`src/rtl/uio_arb_pkg.sv`:
```
// Shared codes for the uio pad-bus arbiter: FSM state values and requester direction encoding.
// Latency: none, constants only.
// Backpressure: none, constants only.
package uio_arb_pkg;

    localparam logic [1:0] ST_IDLE    = 2'd0;
    localparam logic [1:0] ST_RELEASE = 2'd1;
    localparam logic [1:0] ST_DRIVE   = 2'd2;
    localparam logic [1:0] ST_CAPTURE = 2'd3;

    localparam logic DIR_DRIVE   = 1'b1;
    localparam logic DIR_CAPTURE = 1'b0;

endpackage

```
`src/rtl/rr_picker.sv`:
```
// Round-robin picker: returns the first set request scanning upward from (ptr+1) mod NREQ.
// Latency: purely combinational.
// Backpressure: none; valid low when no request is set.
// Ports: req (request vector), ptr (last owner), pick (one-hot winner), valid (any winner).
module rr_picker #(
    parameter int NREQ = 4
) (
    input  logic [NREQ-1:0]         req,
    input  logic [$clog2(NREQ)-1:0] ptr,
    output logic [NREQ-1:0]         pick,
    output logic                    valid
);

    localparam int PW = $clog2(NREQ);

    logic [PW-1:0] idx;

    always_comb begin
        pick  = '0;
        valid = 1'b0;
        idx   = '0;
        // Offset 1 first, so the previous owner is considered last.
        for (int i = 1; i <= NREQ; i++) begin
            idx = PW'((int'(ptr) + i) % NREQ);
            if (!valid && req[idx]) begin
                pick[idx] = 1'b1;
                valid     = 1'b1;
            end
        end
    end

endmodule

```
`src/rtl/uio_bus_arbiter.sv`:
```
// Round-robin arbiter sharing the bidirectional uio pad bus between NREQ drive/capture requesters.
// Latency: req before edge t0 -> gnt from t0+1 -> first beat (ack) at t0+1+TURN; rdata/rvalid one cycle after a capture beat.
// Backpressure: ack is the per-beat handshake; a grant ends when the owner drops req, flips dir, or hits MAX_HOLD beats.
// Ports: clk/rst; req/dir/wdata from requesters; gnt/ack/rdata/rvalid back to them; pad_in/pad_out/pad_oe to the uio pads.
module uio_bus_arbiter #(
    parameter int NREQ     = 4,
    parameter int W        = 8,
    parameter int TURN     = 1,
    parameter int MAX_HOLD = 4
) (
    input  logic              clk,
    input  logic              rst,
    input  logic [NREQ-1:0]   req,
    input  logic [NREQ-1:0]   dir,
    input  logic [NREQ*W-1:0] wdata,
    output logic [NREQ-1:0]   gnt,
    output logic              ack,
    output logic [W-1:0]      rdata,
    output logic              rvalid,
    input  logic [W-1:0]      pad_in,
    output logic [W-1:0]      pad_out,
    output logic [W-1:0]      pad_oe
);

    import uio_arb_pkg::*;

    localparam int PW = $clog2(NREQ);
    localparam int TW = $clog2(TURN + 1);
    localparam int BW = $clog2(MAX_HOLD + 1);

    logic [1:0]      state;
    logic [PW-1:0]   owner;
    logic [PW-1:0]   ptr;
    logic [PW-1:0]   pick_idx;
    logic            ldir;
    logic [TW-1:0]   turn_cnt;
    logic [BW-1:0]   beat_cnt;
    logic [NREQ-1:0] pick;
    logic            pick_vld;
    logic            xfer;
    logic            beat;

    rr_picker #(
        .NREQ (NREQ)
    ) u_rr_picker (
        .req   (req),
        .ptr   (ptr),
        .pick  (pick),
        .valid (pick_vld)
    );

    always_comb begin
        pick_idx = '0;
        for (int i = 0; i < NREQ; i++) begin
            if (pick[i]) begin
                pick_idx = PW'(i);
            end
        end
    end

    // A cycle in DRIVE/CAPTURE is only a beat while the owner still asks in the
    // latched direction; otherwise it is the closing cycle and carries no ack.
    assign xfer    = (state == ST_DRIVE) || (state == ST_CAPTURE);
    assign beat    = xfer && req[owner] && (dir[owner] == ldir);
    assign ack     = beat;
    assign pad_oe  = {W{state == ST_DRIVE}};
    assign pad_out = (state == ST_DRIVE) ? wdata[int'(owner)*W +: W] : '0;

    always_ff @(posedge clk or posedge rst) begin
        if (rst) begin
            state    <= ST_IDLE;
            gnt      <= '0;
            owner    <= '0;
            ldir     <= 1'b0;
            ptr      <= PW'(NREQ - 1);
            turn_cnt <= '0;
            beat_cnt <= '0;
            rdata    <= '0;
            rvalid   <= 1'b0;
        end else begin
            rvalid <= 1'b0;
            case (state)
                ST_IDLE: begin
                    if (pick_vld) begin
                        state    <= ST_RELEASE;
                        gnt      <= pick;
                        owner    <= pick_idx;
                        ldir     <= dir[pick_idx];
                        turn_cnt <= TW'(TURN - 1);
                    end
                end
                ST_RELEASE: begin
                    if (!req[owner]) begin
                        state <= ST_IDLE;
                        gnt   <= '0;
                        ptr   <= owner;
                    end else if (turn_cnt == '0) begin
                        state    <= (ldir == DIR_DRIVE) ? ST_DRIVE : ST_CAPTURE;
                        beat_cnt <= '0;
                    end else begin
                        turn_cnt <= turn_cnt - TW'(1);
                    end
                end
                ST_DRIVE, ST_CAPTURE: begin
                    if (!beat) begin
                        state <= ST_IDLE;
                        gnt   <= '0;
                        ptr   <= owner;
                    end else begin
                        beat_cnt <= beat_cnt + BW'(1);
                        if (ldir == DIR_CAPTURE) begin
                            rdata  <= pad_in;
                            rvalid <= 1'b1;
                        end
                        // Last allowed beat: leave directly so the counter never passes MAX_HOLD.
                        if (beat_cnt == BW'(MAX_HOLD - 1)) begin
                            state <= ST_IDLE;
                            gnt   <= '0;
                            ptr   <= owner;
                        end
                    end
                end
                default: begin
                    state <= ST_IDLE;
                    gnt   <= '0;
                end
            endcase
        end
    end

endmodule

```
`config.mk`:
```
export PLATFORM = sky130hd
export DESIGN_NAME = uio_bus_arbiter
export DESIGN_NICKNAME = d
export VERILOG_FILES = /design/src/rtl/uio_arb_pkg.sv /design/src/rtl/rr_picker.sv /design/src/rtl/uio_bus_arbiter.sv
export SDC_FILE = /design/constraint.sdc
export NUM_CORES = 1
export LEC_CHECK = 0
export CAP_MARGIN = 20
export CORE_MARGIN = 2
export CORE_UTILIZATION = 40
export CTS_BUF_LIST = sky130_fd_sc_hd__clkbuf_16
export DETAILED_ROUTE_END_ITERATION = 8
export DONT_BUFFER_PORTS = 1
export SLEW_MARGIN = 15
export SYNTH_ARGS = -nofsm -noshare
export SYNTH_HDL_FRONTEND = slang
export SYNTH_HIERARCHICAL = 1
export SYNTH_SLANG_ARGS = --single-unit
```
`constraint.sdc`:
```
create_clock -name clk -period 8.34 [get_ports clk]
set_clock_uncertainty 0.1 [all_clocks]
set_input_delay 0.834 -clock clk [delete_from_list [all_inputs] [get_ports clk]]
set_output_delay 0.834 -clock clk [all_outputs]
set_load 0.02 [all_outputs]
```
==> results.py <==
metrics = {
    "pwr": {
        "comb_power_share": 0.528,
        "swShare": 0.457,
        "powerDensity_mw_per_mm2": 417,
        "p_int_uw": 418,
        "switching_power_uw": 352,
        "pwr-share-seq": 0.342,
        "p_clk_frac": 0.131,
        "total_power_uw": 769,
        "leakage_nw": 0.825,
        "ir_drop_mv": 0.175,
    },
    "route": {
        "first_pass_iters": 4,
        "routed_wl_mm": 3.74,
        "avgRoutedWirePerCell_um": 18.4,
        "drc_errors": 0,
        "viasPerCell": 6.17,
        "drt_iter0_markers": 30,
        "vias": 1253,
        "antenna_left": 0,
    },
    "cells_and_area": {
        "finalInstanceArea_mm2": 0.00184,
        "syn2layout_area_growth_pct": 3.88,
        "diodes": 0,
        "drive_gt1_frac": 0.232,
        "multiInputGateArea_mm2": 0.00106,
        "final-seq-area_um2": 578,
        "finalNetCount": 212,
        "final_core_util": 0.426,
        "nFillCells": 417,
    },
    "logic_synthesis": {
        "synth-compound-area-share": 0.104,
        "synth-xor-area-share": 0.00917,
        "synth-seq-cells": 23,
        "yosysTopAreaCellShare": 0.296,
        "ys_seq_area_frac": 0.326,
        "yosys.area_share.simple": 0.125,
        "ys_warn_count": 6,
        "synth_top_cells_by_area": "dfrtp_1 30%, mux4_2 13%, mux2_2 7.6%",
        "synth_common_cells": "21 x dfrtp_1, 13 x inv_1, 13 x mux2i_1",
        "syn_avg_cell_area_um2": 11.2,
        "synth_cells": 159,
        "synth_edf_count": 0,
        "synth_ff_type": "dfrtp_1",
        "async_flop_share": 1.00,
        "synth_nets": 219,
        "syn-cell-area_mm2": 0.00177,
        "yosys.area.top_type": "dfrtp_1",
        "synthAdderAreaFrac": 0.0705,
        "synth_mux_area_frac": 0.291,
        "synth_top_family_by_area": "multiplexers",
        "yosysMostFrequentCell": "dfrtp_1",
        "synth_cell_types": 37,
    },
    "setup_path": {
        "endpoint": "ack",
        "path_class": "flop to output port",
        "rrSetupSlack_ns": 5.24,
        "worst_setup_path_end_kind": "output port",
        "r2r-start": "ptr[1]",
        "rr_endpoint": "ldir",
        "cp.required_ns": 7.41,
        "r2r_cells": 10,
        "arrival_ns": 2.24,
        "worst-path-max-fanout": 12,
        "setup.worst_path.start": "owner[0]",
        "startpoint_type": "flop",
    },
    "grt": {
        "antenna_found_initial": 0,
        "grt_start_max_net_pins": 24,
        "grt_pass1_vias": 1247,
        "overflow": 0,
        "grt_pass1_wl_mm": 5.87,
        "grt_usage": 0.144,
    },
    "cts": {
        "cts_resized": 0,
        "clk_latency_ns": 0.25,
        "clockBufferDepth": 2,
        "h-tree-depth": 1,
        "cts_tree": "yes",
        "cts_root_buf": "clkbuf_16",
        "clkTransAtPathRegs_ns": 0.06,
        "post-cts-setup-buffer-count": 0,
        "numCtsBuffers": 3,
        "cts.sink_count": 23,
        "hold_buffers": 0,
    },
    "timing": {
        "finalSetupViolations": 0,
        "slew_headroom": 0.455,
        "report.final.hold_viol_count": 0,
        "post-route-period-util": 0.380,
        "setup_tns_ns": 0,
        "max_freq_mhz": 315,
        "final_max_slew_viol_count": 0,
        "min_period_ns": 3.17,
        "worst_pin_slew_ns": 0.817,
        "rsz0062_at_grt": "no",
    },
    "placement": {
        "place_area_mm2": 0.00176,
        "gp_congestion": 0.810,
        "place_hpwl_mm": 2.93,
        "io_buffer_count": 0,
    },
    "floorplanning": {
        "dieArea_mm2": 0.00498,
        "dieHeight_um": 70.6,
        "pin_count": 80,
        "num_rows": 24,
        "die_w_um": 70.6,
        "initial_core_util": 0.410,
        "coreArea_mm2": 0.00432,
    },
    "min_path": {
        "worstHoldPathType": "flop to flop",
        "hp-start": "beat_cnt[0]",
    },
    "run": {
        "maxCapViolCount": 0,
    },
    "status": {
        "outcome": "completed",
    },
}
## final cells by class
type | count | share of cell area
multi-input combinational | 110 | 0.577
sequential | 23 | 0.314
clock buffer | 3 | 0.0407
tap | 52 | 0.0353
inverter | 13 | 0.0265
timing repair buffer | 1 | 0.00407
clock inverter | 1 | 0.00272
## worst max-delay path: stages, from the launching register on
cell and delay (ns):
dfrtp_1 0.75, mux4_2 0.65, xor2_2 0.20, nor2_2 0.38
## state kept, by name, summed over array words and instances (netlist names)
register	cells
beat_cnt	3
gnt	4
ldir	1
owner	2
ptr	2
rdata	8
rvalid	1
state	2
## per-stage QoR
| stage | cells | hold WS [ns] | setup WS, ns |
|---|---|---|---|
| after floorplan | 159 | 0.355 | 5.52 |
| after global placement | 199 | 0.369 | 5.44 |
| after detailed placement | 199 | 0.400 | 5.33 |
| after CTS | 203 | 0.408 | 5.13 |
| after global routing | 203 | 0.449 | 5.01 |
| final | 203 | 0.396 | 5.17 |
## worst min path at each step
stage,to,slack (ns),cells after the start
2_1_floorplan,beat_cnt[0],0.35,1
5_1_grt,beat_cnt[0],0.45,1
3_5_place_dp,beat_cnt[0],0.40,1
3_3_place_gp,beat_cnt[0],0.37,1
4_1_cts,beat_cnt[0],0.41,1
6_report,beat_cnt[0],0.40,1
## per-layer routing
layer | GRT usage | vias to the layer above | share of wire
met5 | 0 | - | 0
met4 | 0.0335 | 0 | 0.012
met3 | 0.0527 | 8 | 0.11
met2 | 0.258 | 75 | 0.49
met1 | 0.166 | 601 | 0.39
li1 | - | 569 | -
## kinds of logic (layout without fill, tap and decap cells)
group | after synthesis | after routing
buf+inv | 26 | 18
mux | 36 | 36
simple gates | 39 | 39
flops | 23 | 23
compound gates | 24 | 24
fa+ha+maj | 10 | 10
xor+xnor | 1 | 1
## layout by cell type, fill, tap and decap left out, drive strengths merged, types with 2 or more instances in the layout
cell type / instances
nand4: 2
nand3: 2
nor2: 6
ha: 10
o21ai: 5
a22o: 4
mux4: 11
nand2b: 4
dfrtp: 21
mux2: 12
nand2: 11
a221o: 4
clkbuf: 3
a21oi: 5
inv: 13
nor3: 2
dfstp: 2
mux2i: 13
and3: 9
## power groups by stage
stage	registers (mW)	logic, mW	clock network, mW
finish	0.263	0.406	0.100
global route	0.275	0.445	0.106
CTS	0.265	0.406	0.102
detailed placement	0.266	0.401	0
global placement	0.261	0.395	0
floorplan	0.225	0.396	0
Power figures use the tool's default switching activity.
